`config.mk`:
```
export PLATFORM = sky130hd
export DESIGN_NAME = weight_pack_loader
export DESIGN_NICKNAME = d
export VERILOG_FILES = /design/src/rtl/weight_pack_loader.sv
export SDC_FILE = /design/constraint.sdc
export NUM_CORES = 1
export LEC_CHECK = 0
export ABC_CLOCK_PERIOD_IN_PS = 20500
export CAP_MARGIN = 10
export CELL_PAD_IN_SITES_DETAIL_PLACEMENT = 1
export CELL_PAD_IN_SITES_GLOBAL_PLACEMENT = 2
export CORE_MARGIN = 10
export CORE_UTILIZATION = 38
export CTS_BUF_LIST = sky130_fd_sc_hd__clkbuf_16
export DETAILED_ROUTE_END_ITERATION = 16
export GPL_ROUTABILITY_DRIVEN = 1
export PLACE_DENSITY_LB_ADDON = 0.08
export SYNTH_ARGS = -nofsm -noshare
export SYNTH_HDL_FRONTEND = slang
export SYNTH_SLANG_ARGS = --single-unit
```
`constraint.sdc`:
```
create_clock -name clk -period 20.5 [get_ports clk]
set_clock_uncertainty 0.2 [all_clocks]
set_input_delay 3.075 -clock clk [delete_from_list [all_inputs] [get_ports clk]]
set_output_delay 3.075 -clock clk [all_outputs]
set_load 0.005 [all_outputs]
```
`src/rtl/weight_pack_loader.sv`:
```
// Boot-time weight loader: streams byte-wide weight segments from a source
// memory, packs PACK elements per word and writes them to the PE weight BRAM.
module weight_pack_loader #(
  parameter int ELEM_W = 8,
  parameter int PACK = 9,
  parameter int SRC_AW = 15,
  parameter int DST_AW = 12,
  parameter int RD_LAT = 1,
  parameter int SRC_BASE = 0,
  parameter int NUM_SEG = 3,
  parameter logic [16*NUM_SEG-1:0] SEG_LEN = {16'd23040, 16'd1152, 16'd72},
  parameter logic [16*NUM_SEG-1:0] SEG_DST_BASE = {16'd160, 16'd32, 16'd0},
  parameter logic [NUM_SEG-1:0] SEG_MODE = 3'b100,
  parameter int TILE = 8,
  parameter int ILV_A = 2,
  parameter int ILV_B = 4
) (
  input  logic                     clk,
  input  logic                     reset,
  input  logic                     start,
  input  logic                     force_reload,
  input  logic                     abort,
  output logic                     busy,
  output logic                     done,
  output logic                     loaded,
  output logic [1:0]               seg_id,
  output logic                     src_en,
  output logic [SRC_AW-1:0]        src_addr,
  input  logic [ELEM_W-1:0]        src_dout,
  output logic                     dst_en,
  output logic                     dst_we,
  output logic [DST_AW-1:0]        dst_addr,
  output logic [ELEM_W*PACK-1:0]   dst_din
);

  localparam int DST_W = ELEM_W * PACK;
  localparam int SLW = (PACK > 1) ? $clog2(PACK) : 1;

  typedef enum logic [1:0] {IDLE, RUN, DRAIN, SKIP} state_t;

  state_t             state;
  logic [1:0]         rseg;
  logic [15:0]        rcnt;
  logic [1:0]         wseg;
  logic [15:0]        wword;
  logic [SLW-1:0]     wslot;
  logic [DST_W-1:0]   pbuf;
  logic [RD_LAT-1:0]  pv;
  logic [RD_LAT-1:0]  psl;
  logic [RD_LAT-1:0]  pal;
  logic               dst_last;

  logic [15:0]        rd_len;
  logic               rd_seg_last;
  logic               rd_all_last;
  logic               arr;
  logic               a_sl;
  logic               a_al;
  logic               wr_full;
  logic               restart;
  logic [DST_W-1:0]   wr_word;
  logic [15:0]        wr_addr;

  // Tile-interleaved or linear destination address, 16b arithmetic.
  function automatic logic [15:0] map_addr(
    input logic [15:0] base,
    input logic        mode,
    input logic [15:0] w
  );
    logic [15:0] t;
    logic [15:0] grp;
    logic [15:0] g;
    logic [15:0] slot;
    t = w / 16'(TILE);
    grp = t / 16'(ILV_A * ILV_B);
    g = t % 16'(ILV_A * ILV_B);
    slot = (g % 16'(ILV_A)) * 16'(ILV_B) + g / 16'(ILV_A);
    if (mode)
      map_addr = base + w % 16'(TILE) + 16'(TILE) * slot
               + 16'(TILE * ILV_A * ILV_B) * grp;
    else
      map_addr = base + w;
  endfunction

  assign rd_len = SEG_LEN[16*rseg +: 16];
  assign rd_seg_last = (rcnt == rd_len - 16'd1);
  assign rd_all_last = rd_seg_last && (rseg == 2'(NUM_SEG - 1));

  assign arr = pv[RD_LAT-1];
  assign a_sl = psl[RD_LAT-1];
  assign a_al = pal[RD_LAT-1];
  assign wr_full = (wslot == SLW'(PACK - 1)) || a_sl;
  assign wr_word = pbuf | (DST_W'(src_dout) << (ELEM_W * int'(wslot)));
  assign wr_addr = map_addr(SEG_DST_BASE[16*wseg +: 16], SEG_MODE[wseg], wword);
  assign restart = (state == IDLE) && start;
  assign dst_en = dst_we;

  // Control FSM and read-side issue counters.
  always_ff @(posedge clk or posedge reset) begin
    if (reset) begin
      state <= IDLE;
      busy <= 1'b0;
      done <= 1'b0;
      loaded <= 1'b0;
      seg_id <= 2'd0;
      src_en <= 1'b0;
      src_addr <= '0;
      rseg <= 2'd0;
      rcnt <= 16'd0;
    end else if (abort) begin
      state <= IDLE;
      busy <= 1'b0;
      done <= 1'b0;
      loaded <= 1'b0;
      src_en <= 1'b0;
    end else begin
      done <= 1'b0;
      unique case (state)
        IDLE: begin
          if (start) begin
            if (!loaded || force_reload) begin
              state <= RUN;
              busy <= 1'b1;
              loaded <= 1'b0;
              src_en <= 1'b1;
              src_addr <= SRC_AW'(SRC_BASE);
              rseg <= 2'd0;
              rcnt <= 16'd0;
              seg_id <= 2'd0;
            end else begin
              state <= SKIP;
              done <= 1'b1;
            end
          end
        end
        RUN: begin
          if (rd_all_last) begin
            state <= DRAIN;
            src_en <= 1'b0;
          end else begin
            src_addr <= src_addr + SRC_AW'(1);
            if (rd_seg_last) begin
              rseg <= rseg + 2'd1;
              seg_id <= rseg + 2'd1;
              rcnt <= 16'd0;
            end else begin
              rcnt <= rcnt + 16'd1;
            end
          end
        end
        DRAIN: begin
          if (dst_we && dst_last) begin
            state <= IDLE;
            busy <= 1'b0;
            done <= 1'b1;
            loaded <= 1'b1;
          end
        end
        SKIP: state <= IDLE;
        default: state <= IDLE;
      endcase
    end
  end

  // Tag pipeline matching the source read latency.
  always_ff @(posedge clk or posedge reset) begin
    if (reset) begin
      pv <= '0;
      psl <= '0;
      pal <= '0;
    end else if (abort) begin
      pv <= '0;
    end else begin
      pv[0] <= src_en;
      psl[0] <= rd_seg_last;
      pal[0] <= rd_all_last;
      for (int i = 1; i < RD_LAT; i++) begin
        pv[i] <= pv[i-1];
        psl[i] <= psl[i-1];
        pal[i] <= pal[i-1];
      end
    end
  end

  // Pack arriving elements and emit registered destination writes.
  always_ff @(posedge clk or posedge reset) begin
    if (reset) begin
      dst_we <= 1'b0;
      dst_addr <= '0;
      dst_din <= '0;
      dst_last <= 1'b0;
      pbuf <= '0;
      wslot <= '0;
      wseg <= 2'd0;
      wword <= 16'd0;
    end else begin
      dst_we <= 1'b0;
      dst_last <= 1'b0;
      if (abort || restart) begin
        pbuf <= '0;
        wslot <= '0;
        wseg <= 2'd0;
        wword <= 16'd0;
      end else if (arr) begin
        if (wr_full) begin
          dst_we <= 1'b1;
          dst_addr <= DST_AW'(wr_addr);
          dst_din <= wr_word;
          dst_last <= a_al;
          pbuf <= '0;
          wslot <= '0;
          if (a_sl) begin
            wseg <= wseg + 2'd1;
            wword <= 16'd0;
          end else begin
            wword <= wword + 16'd1;
          end
        end else begin
          pbuf <= wr_word;
          wslot <= wslot + SLW'(1);
        end
      end
    end
  end

endmodule

```
== Yosys cells after proc, flatten, opt, wreduce, memory -nomap -nowiden ==
Index checks and enable logic that the tools add are counted.
Cells by class
  add/subtract/negate cells: 12
  equality and inequality tests: 14
  bitwise logic cells: 3
  divide/modulo/power cells: 0
  order comparisons: 1
  shift operators: 3
  reduce and logical (&&, ||, !) cells: 22
  $mul: 0
  mux-type cells: 62
Operator list (count)
  72-bit two-way mux: 3
  16-bit two-way mux: 8
  72-bit OR: 1
  8-bit by 7-bit << shifter with 72-bit output: 1
  48-bit by 7-bit variable part select with 12-bit output (first input constant): 1
  48-bit by 7-bit variable part select with 16-bit output (first input constant): 1
  15-bit two-way mux: 3
  16-bit by 1-bit adder with 16-bit output (second input constant): 2
  16-bit case mux with 2 select lines: 1
  15-bit case mux with 2 select lines: 1
  2-bit two-way mux: 13
  12-bit adder: 2
  1-bit two-way mux: 22
  16-bit == test: 1
  16-bit by 1-bit subtractor with 16-bit output (second input constant): 1
  15-bit by 1-bit adder with 15-bit output (second input constant): 1
  12-bit by 3-bit adder with 12-bit output: 1
  12-bit by 7-bit adder with 12-bit output: 1
  12-bit two-way mux: 1
  4-bit two-way mux: 3
  3-bit != test (second input constant): 3
  3-bit AND reduction: 3
  1-bit case mux with 2 select lines: 4
  2-bit case mux with 4 select lines: 1
  other kinds (23): 38
Word-level totals
  memory bits (read-only): 0
  bits in writable memories: 0
  input bits: 13
  latch bits: 0
  flip-flop bits (word level): 222
  memories kept: 0

== Longest topological paths before layout ==
Gate-level depths: netlist (run 1).
  depth in word-level cells: 7
  gate-level depth with buffers: 13
  gate-level depth less buffers: 11

== Worst setup path before layout (run 1) ==
No wires, ideal clock.
  path kind: input-to-reg
  start: input start
  end: register pbuf[33]
  stages: 8
  data required time: 20.228 ns
  arrival: 4.541 ns
  setup slack: 15.687 ns
  setup time: 0.072 ns
  path buffers: 2
  cells stage by stage: nor3b_1 > or2_2 > clkbuf_1 > nor4b_1 > clkbuf_1 > and2_1 > a21oi_1 > nor2_1
On the way
  word-level cells in the longest chain between the ends: 3
  elaborated cells on any way between the ends: 4
Ends and longest elaborated chain
  start, declared: line 20  | input logic start,
  1-bit logical AND (*): line 95  | assign restart = (state == IDLE) && start;
  1-bit logical OR (*): line 199  | if (abort || restart) begin
  72-bit two-way mux / 2-bit nonzero test (equally long branches)
  end signal, assigned: line 219  | pbuf <= wr_word;
  end, declared: line 47  | logic [DST_W-1:0] pbuf;
Every way passes the cells marked *; elsewhere a longest branch is shown, timed or not.
A chain may end at the register's enable or synchronous reset.

== Worst setup path in the final report (run 1) ==
  start: input start
  end: register dst_din[41]
On the way
  word-level cells in the longest chain between the ends: 4
Ends and longest elaborated chain
  1-bit logical AND: line 95
  1-bit logical OR: line 199
  1-bit NOT (no source line)
  3-bit AND reduction (no source line)
  end signal, assigned: line 208  | dst_din <= wr_word;
  end, declared: line 33  | output logic [ELEM_W*PACK-1:0] dst_din
No other way between the ends.

==> impl_metrics.tcl, run 1 <==
set metrics [dict create \
    layout_commonest_cell "sky130_fd_sc_hd__dfrtp_1" \
    status "finished clean" \
    irDropWorstVdd_mv 0.0515 \
    critPathArrivalTime_ns 5.80 \
    clockBufferDepth 3 \
    critical-path-slowest-cell "sky130_fd_sc_hd__buf_4" \
    clockRootBuffer "sky130_fd_sc_hd__clkbuf_16" \
    worstPathCellList "clkdlybuf4s50_1, nor3b_1, or2_2, or2_4, buf_4, o21ai_0" \
    synth-edff-count 0 \
    worst_skew_pair.late_latency_ns 0.52 \
    share_of_synthesized_registers_carrying_an_async_set_or_reset_pct 100 \
    layout.cells.non_filler 1452 \
    wl_per_cell_um 18.3 \
    grt_setup_unrepaired "no" \
    cts_buffers 25 \
    cts.repair_timing.setup_buffer_count 0 \
    place.detailed.instances 1410 \
    sum_of_negative_setup_slack_ns 0 \
    crit_path_max_fanout 90 \
    overflow 0 \
    detail_route.first_pass.iterations 4 \
    final-hold-violation-count 0 \
    synth_seq_area_share_pct 56.3 \
    place.detailed.hpwl_um 17400 \
    post_synth_instance_area_um2 9690 \
    synth_simple_gate_area_share_pct 16.6 \
    worst-slew-pin-transition_ns 1.13 \
    synth_flop_cell "sky130_fd_sc_hd__dfrtp_1" \
    grt_util_all_layers_pct 16.0 \
    synth_adder_area_share_pct 2.19 \
    netlist_instances 1026 \
    layout-drive-gt1-share_pct 5.08 \
    max_clock_freq_mhz 177 \
    drt-vias-per-instance 5.24 \
    worst_ep_required_time_ns 20.65 \
    diodes 0 \
    p_switching_uw 219 \
    synth_xor_xnor_area_share_pct 1.99 \
    pwr_density_cell_nw_per_um2 76.7 \
    finalNetCount 1137 \
    timing.slew.headroom_pct 24.2 \
    crit_path_start_kind "primary input" \
    die_height_um 180 \
    power.internal_uw 685 \
    ant_nets 0 \
    cts.repair.resized 0 \
    layout.cells.most_common_list "sky130_fd_sc_hd__dfrtp_1, sky130_fd_sc_hd__a21oi_1, sky130_fd_sc_hd__nand2_1" \
    synth_mux_area_share_pct 1.08 \
    combinationalPowerShare_pct 6.1 \
    numClockSinks 218 \
    grt_pass1_vias 7919 \
    finalSetupViolations 0 \
    initialDrtViolationCount 424 \
    synthesis.yosys.warnings 0 \
    synth.ff_latch_count 218 \
    finish.instance_area_um2 11800 \
    boundary_pin_count 120 \
    gp_routability_congestion 0.733 \
    final.min_clock_period_ns 5.65 \
    power.share.sequential_pct 49.0 \
    placedInstanceArea_um2 11100 \
    avgSynthCellArea_um2 9.45 \
    vias 7611 \
    synthDistinctLibCells 50 \
    floorplan.die_area_um2 32300 \
    row_count 58 \
    grt_pass1_wl_um 44300 \
    synth_compound_area_share_pct 17.8 \
    grt_start_max_net_pins 95 \
    buffer_ports.inserted 119 \
    drcViolationCount 0 \
    finalCritPeriodShare_pct 27.5 \
    slew_viol_final 0 \
    detail_route.wirelength_um 26600 \
    ctsHtreeMaxLevel 1 \
    critPathMaxStageDelay_ns 0.74 \
    final.fill_count 2878 \
    class_of_the_tightest_hold_or_removal_check "reg -> reg" \
    setup.worst_path.end_class "flip-flop" \
    switching_share_pct 24.2 \
    holdBufCountCts 0 \
    worst_setup_hold_path_clk_slew_ns 0.06 \
    main_combinational_cell_family_by_area_after_synthesis "compound AO/OA/AOI/OAI gates" \
    setup.worst_path.class "in -> reg" \
    flow.area_growth_from_synthesis_pct 21.6 \
    cts_tree "built" \
    number_of_nets_produced_by_synthesis 1056 \
    die_width_um 180 \
    max_cap_violation_count 0 \
    power.leakage_uw 0.00503 \
    grt_antenna_before_repair 0 \
    power.share.clock_pct 44.9 \
    coreArea_um2 25100 \
    start_util_pct 38.6 \
]
per-stage QoR:
step / util (%) / hold WS (ns) / power, µW / setup WS [ns]
floorplan: - / 0.247 / 485 / 11.26
global placement: 44.1 / 0.262 / 507 / 14.37
detailed placement: 44.1 / 0.266 / 508 / 14.26
CTS: 47.0 / 0.279 / 918 / 14.80
global route: 47.0 / 0.303 / 941 / 14.52
finish: 47.0 / 0.272 / 904 / 14.85
power groups by stage:
stage,Clock [µW],Sequential [µW],Combinational (µW)
global placement,0,451,56.1
floorplan,0,449,36.0
detailed placement,0,451,56.5
global route,434,444,62.4
CTS,418,444,56.7
finish,406,443,54.9
layout make-up:
| type | count | area, µm² | share of cell area [%] |
|---|---|---|---|
| Sequential cell | 218 | 5460 | 46.3 |
| Multi-Input combinational cell | 718 | 3860 | 32.7 |
| Timing Repair Buffer | 130 | 1270 | 10.8 |
| Clock buffer | 25 | 626 | 5.31 |
| Tap cell | 330 | 413 | 3.50 |
| Clock inverter | 17 | 103 | 0.870 |
| Inverter | 14 | 60.1 | 0.509 |
Yosys cell counts (2+ instances only):
master / n / area share (%)
sky130_fd_sc_hd__a21o_1: 4 / 0.31
sky130_fd_sc_hd__a21oi_1: 126 / 6.5
sky130_fd_sc_hd__a2bb2oi_1: 2 / 0.18
sky130_fd_sc_hd__a31oi_1: 37 / 2.4
sky130_fd_sc_hd__and2_1: 20 / 1.3
sky130_fd_sc_hd__and3_1: 12 / 0.77
sky130_fd_sc_hd__buf_1: 7 / 0.27
sky130_fd_sc_hd__buf_2: 8 / 0.41
sky130_fd_sc_hd__buf_4: 4 / 0.31
sky130_fd_sc_hd__buf_6: 2 / 0.23
sky130_fd_sc_hd__clkbuf_1: 51 / 2.0
sky130_fd_sc_hd__clkbuf_2: 3 / 0.15
sky130_fd_sc_hd__dfrtp_1: 218 / 56
sky130_fd_sc_hd__ha_1: 17 / 2.2
sky130_fd_sc_hd__inv_1: 14 / 0.54
sky130_fd_sc_hd__mux2_2: 4 / 0.46
sky130_fd_sc_hd__mux2i_1: 6 / 0.62
sky130_fd_sc_hd__nand2_1: 124 / 4.8
sky130_fd_sc_hd__nand2b_1: 9 / 0.58
sky130_fd_sc_hd__nand3_1: 25 / 1.3
sky130_fd_sc_hd__nand4_1: 5 / 0.32
sky130_fd_sc_hd__nor2_1: 113 / 4.4
sky130_fd_sc_hd__nor2b_1: 6 / 0.39
sky130_fd_sc_hd__nor3_1: 16 / 0.83
sky130_fd_sc_hd__nor3b_1: 5 / 0.39
sky130_fd_sc_hd__nor4_1: 2 / 0.13
sky130_fd_sc_hd__nor4_2: 2 / 0.26
sky130_fd_sc_hd__nor4b_1: 2 / 0.18
sky130_fd_sc_hd__o21ai_0: 115 / 5.9
sky130_fd_sc_hd__o21ai_1: 2 / 0.10
sky130_fd_sc_hd__o21ai_2: 4 / 0.36
sky130_fd_sc_hd__o31ai_1: 13 / 1.0
sky130_fd_sc_hd__o41ai_1: 4 / 0.36
sky130_fd_sc_hd__or2_1: 2 / 0.13
sky130_fd_sc_hd__or3_1: 6 / 0.39
sky130_fd_sc_hd__or4_1: 2 / 0.15
sky130_fd_sc_hd__xnor2_1: 10 / 0.90
sky130_fd_sc_hd__xor2_1: 12 / 1.1
final timing paths:
check / end / depth (start not counted) / start / slack (ns)
min in group asynchronous: dst_din[26] / 2 / reset / 2.87
min: dst_addr[1] / 2 / dst_addr[1] / 0.27
min reg2reg: dst_addr[1] / 2 / dst_addr[1] / 0.27
max in group asynchronous: dst_din[61] / 3 / reset / 15.80
max reg2reg: dst_din[41] / 7 / wslot[0] / 16.95
max: dst_din[41] / 6 / start / 14.85
registers in the layout (all words and copies together), names as in the netlist:
register,cells
state,2
wseg,2
busy,1
a_al,1
src_addr,15
wword,12
dst_din,72
wslot,4
arr,1
dst_addr,12
dst_last,1
rseg,2
src_en,1
dst_en,1
done,1
rcnt,16
loaded,1
a_sl,1
pbuf,72
routing by layer:
| layer | vias up | global-route usage [%] | wire length (µm) | share of wire (%) |
|---|---|---|---|---|
| met3 | 31 | 3.27 | 1220 | 4.6 |
| met4 | 0 | 2.78 | 376 | 1.4 |
| met5 | - | 0 | 0 | 0 |
| met1 | 3767 | 22.2 | 13000 | 49 |
| met2 | 113 | 25.7 | 12000 | 45 |
| li1 | 3700 | - | - | - |
logic make-up (layout without fill, tap and decap cells):
| kind of cell | count (synthesis) | in the layout |
|---|---|---|
| and+or+nand+nor | 355 | 355 |
| AOI/OAI and AO/OA | 314 | 314 |
| DFF | 218 | 218 |
| buffers and inverters | 90 | 186 |
| xor gates and xnor gates | 22 | 22 |
| adders and majority gates | 17 | 17 |
| muxes | 10 | 10 |
worst max-delay path: cells and delay by family:
family | cells | cell delay [ns]
AOI/OAI and AO/OA | 1 | 0.27
and+or+nand+nor | 3 | 1.13
buffers and inverters | 2 | 1.26
Power figures use the tool's default switching activity.
==> run 2, diff against run 1 <==
--- a/config.mk
+++ b/config.mk
@@ -5,12 +5,12 @@
 export SDC_FILE = /design/constraint.sdc
 export NUM_CORES = 1
 export LEC_CHECK = 0
-export ABC_CLOCK_PERIOD_IN_PS = 20500
+export ABC_CLOCK_PERIOD_IN_PS = 5610
 export CAP_MARGIN = 10
 export CELL_PAD_IN_SITES_DETAIL_PLACEMENT = 1
 export CELL_PAD_IN_SITES_GLOBAL_PLACEMENT = 2
 export CORE_MARGIN = 10
-export CORE_UTILIZATION = 38
+export CORE_UTILIZATION = 35
 export CTS_BUF_LIST = sky130_fd_sc_hd__clkbuf_16
 export DETAILED_ROUTE_END_ITERATION = 16
 export GPL_ROUTABILITY_DRIVEN = 1
==> constraint.sdc (replaced) <==
create_clock -name clk -period 5.61 [get_ports clk]
set_clock_uncertainty 0.2 [all_clocks]
set_input_delay 0.8415 -clock clk [delete_from_list [all_inputs] [get_ports clk]]
set_output_delay 0.8415 -clock clk [all_outputs]
set_load 0.005 [all_outputs]
==> impl_metrics.tcl, run 2 (synthesized netlist as in run 1, its figures left out) <==
set metrics [dict create \
    reg.largest.list "dst_din x72, pbuf x72, rcnt x16" \
    vias 7582 \
    power.share.sequential_pct 48.9 \
    final.fill_count 3062 \
    cts_tree "built" \
    drt-vias-per-instance 5.05 \
    p_switching_uw 797 \
    crit_path_max_fanout 109 \
    ctsHtreeMaxLevel 1 \
    placedInstanceArea_um2 11100 \
    layout-drive-gt1-share_pct 5.23 \
    grt_setup_unrepaired "no" \
    cts.repair.resized 0 \
    cts_buffers 26 \
    ant_nets 0 \
    start_util_pct 35.8 \
    power.share.clock_pct 45.1 \
    setup.worst_path.end_class "flip-flop" \
    detail_route.first_pass.iterations 4 \
    coreArea_um2 27100 \
    irDropWorstVdd_mv 0.217 \
    final-hold-violation-count 0 \
    diodes 0 \
    row_count 60 \
    flow.area_growth_from_synthesis_pct 22.8 \
    sum_of_negative_setup_slack_ns 0 \
    power.leakage_uw 0.00506 \
    gp_routability_congestion 0.736 \
    overflow 0 \
    switching_share_pct 24.0 \
    layout_commonest_cell "sky130_fd_sc_hd__dfrtp_1" \
    setup.worst_path.class "reg -> reg" \
    holdBufCountCts 0 \
    buffer_ports.inserted 119 \
    boundary_pin_count 120 \
    slew_viol_final 0 \
    worst_ep_required_time_ns 5.80 \
    clockBufferDepth 3 \
    grt_pass1_wl_um 44500 \
    worst-slew-pin-transition_ns 1.09 \
    place.detailed.hpwl_um 18000 \
    grt_start_max_net_pins 119 \
    pwr_density_cell_nw_per_um2 279 \
    max_clock_freq_mhz 299 \
    wl_per_cell_um 17.8 \
    class_of_the_tightest_hold_or_removal_check "reg -> reg" \
    initialDrtViolationCount 530 \
    grt_antenna_before_repair 0 \
    numClockSinks 218 \
    crit_path_start_kind "flip-flop" \
    timing.slew.headroom_pct 27.3 \
    worst_setup_hold_path_clk_slew_ns 0.06 \
    floorplan.die_area_um2 34700 \
    cts.repair_timing.setup_buffer_count 0 \
    combinationalPowerShare_pct 6.0 \
    r2r_slack_ns 2.26 \
    die_height_um 186 \
    multi_input_area_um2 3850 \
    detail_route.wirelength_um 26700 \
    die_width_um 186 \
    layout.cells.most_common_list "sky130_fd_sc_hd__dfrtp_1, sky130_fd_sc_hd__a21oi_1, sky130_fd_sc_hd__nand2_1" \
    seqCellArea_um2 5460 \
    grt_pass1_vias 7913 \
    final.min_clock_period_ns 3.35 \
    finish.instance_area_um2 11900 \
    status "finished clean" \
    finalNetCount 1140 \
    drcViolationCount 0 \
    power.internal_uw 2520 \
    finalCritPeriodShare_pct 59.7 \
    finalSetupViolations 0 \
    grt_util_all_layers_pct 15.1 \
    critPathArrivalTime_ns 3.54 \
    max_cap_violation_count 0 \
    worst_skew_pair.late_latency_ns 0.52 \
    clockRootBuffer "sky130_fd_sc_hd__clkbuf_16" \
]
==> run 2: final cells by class <==
type                            instances  share of cell area [%]
Tap cell                              372                    3.91
Clock buffer                           27                    5.68
Timing Repair Buffer                  132                    11.0
Sequential cell                       218                    45.8
Clock inverter                         20                   0.662
Inverter                               14                   0.473
Multi-Input combinational cell        718                    32.4
==> run 2: power groups by stage <==
stage | clock network [µW] | logic, µW | registers [µW]
2_1_floorplan | 0 | 132 | 1640
3_3_place_gp | 0 | 205 | 1650
3_5_place_dp | 0 | 207 | 1650
4_1_cts | 1560 | 208 | 1620
5_1_grt | 1620 | 228 | 1620
6_report | 1490 | 200 | 1620
==> run 2: path summary, 6_finish.rpt <==
check	from	endpoint	depth (start not counted)
min reg2reg	a_al	dst_last	1
min in group asynchronous	reset	busy	2
min	a_al	dst_last	1
max reg2reg	wslot[0]	dst_din[51]	7
max	wslot[0]	dst_din[51]	7
max in group asynchronous	reset	pbuf[52]	3
==> run 2: metrics by stage <==
stage | std cells | setup slack (ns) | utilization [%] | total power (µW) | hold WS [ns]
final | 1501 | 2.26 | 43.9 | 3320 | 0.270
after global routing | 1501 | 1.86 | 43.9 | 3470 | 0.308
after CTS | 1501 | 2.21 | 43.9 | 3380 | 0.278
after detailed placement | 1454 | 1.81 | 41.1 | 1860 | 0.270
after global placement | 1454 | 1.91 | 41.1 | 1850 | 0.261
after floorplan | 1026 | 1.73 | - | 1770 | 0.247
==> run 2: metal layers <==
metal | up-vias | track usage [%] | routed length, µm
met2 | 107 | 24.2 | 12400
met1 | 3745 | 20.9 | 12900
met4 | 0 | 2.75 | 290
li1 | 3708 | - | -
met3 | 22 | 2.87 | 1120
met5 | - | 0 | 0
==> run 2: critical path, cell delays in order, from the launching register on <==
cell                      delay [ns]
sky130_fd_sc_hd__dfrtp_1        0.43
sky130_fd_sc_hd__inv_1          0.13
sky130_fd_sc_hd__ha_1           0.22
sky130_fd_sc_hd__and3b_1        0.22
sky130_fd_sc_hd__o21ai_1        0.45
sky130_fd_sc_hd__or2_4          0.86
sky130_fd_sc_hd__buf_4          0.44
sky130_fd_sc_hd__o21ai_0        0.14
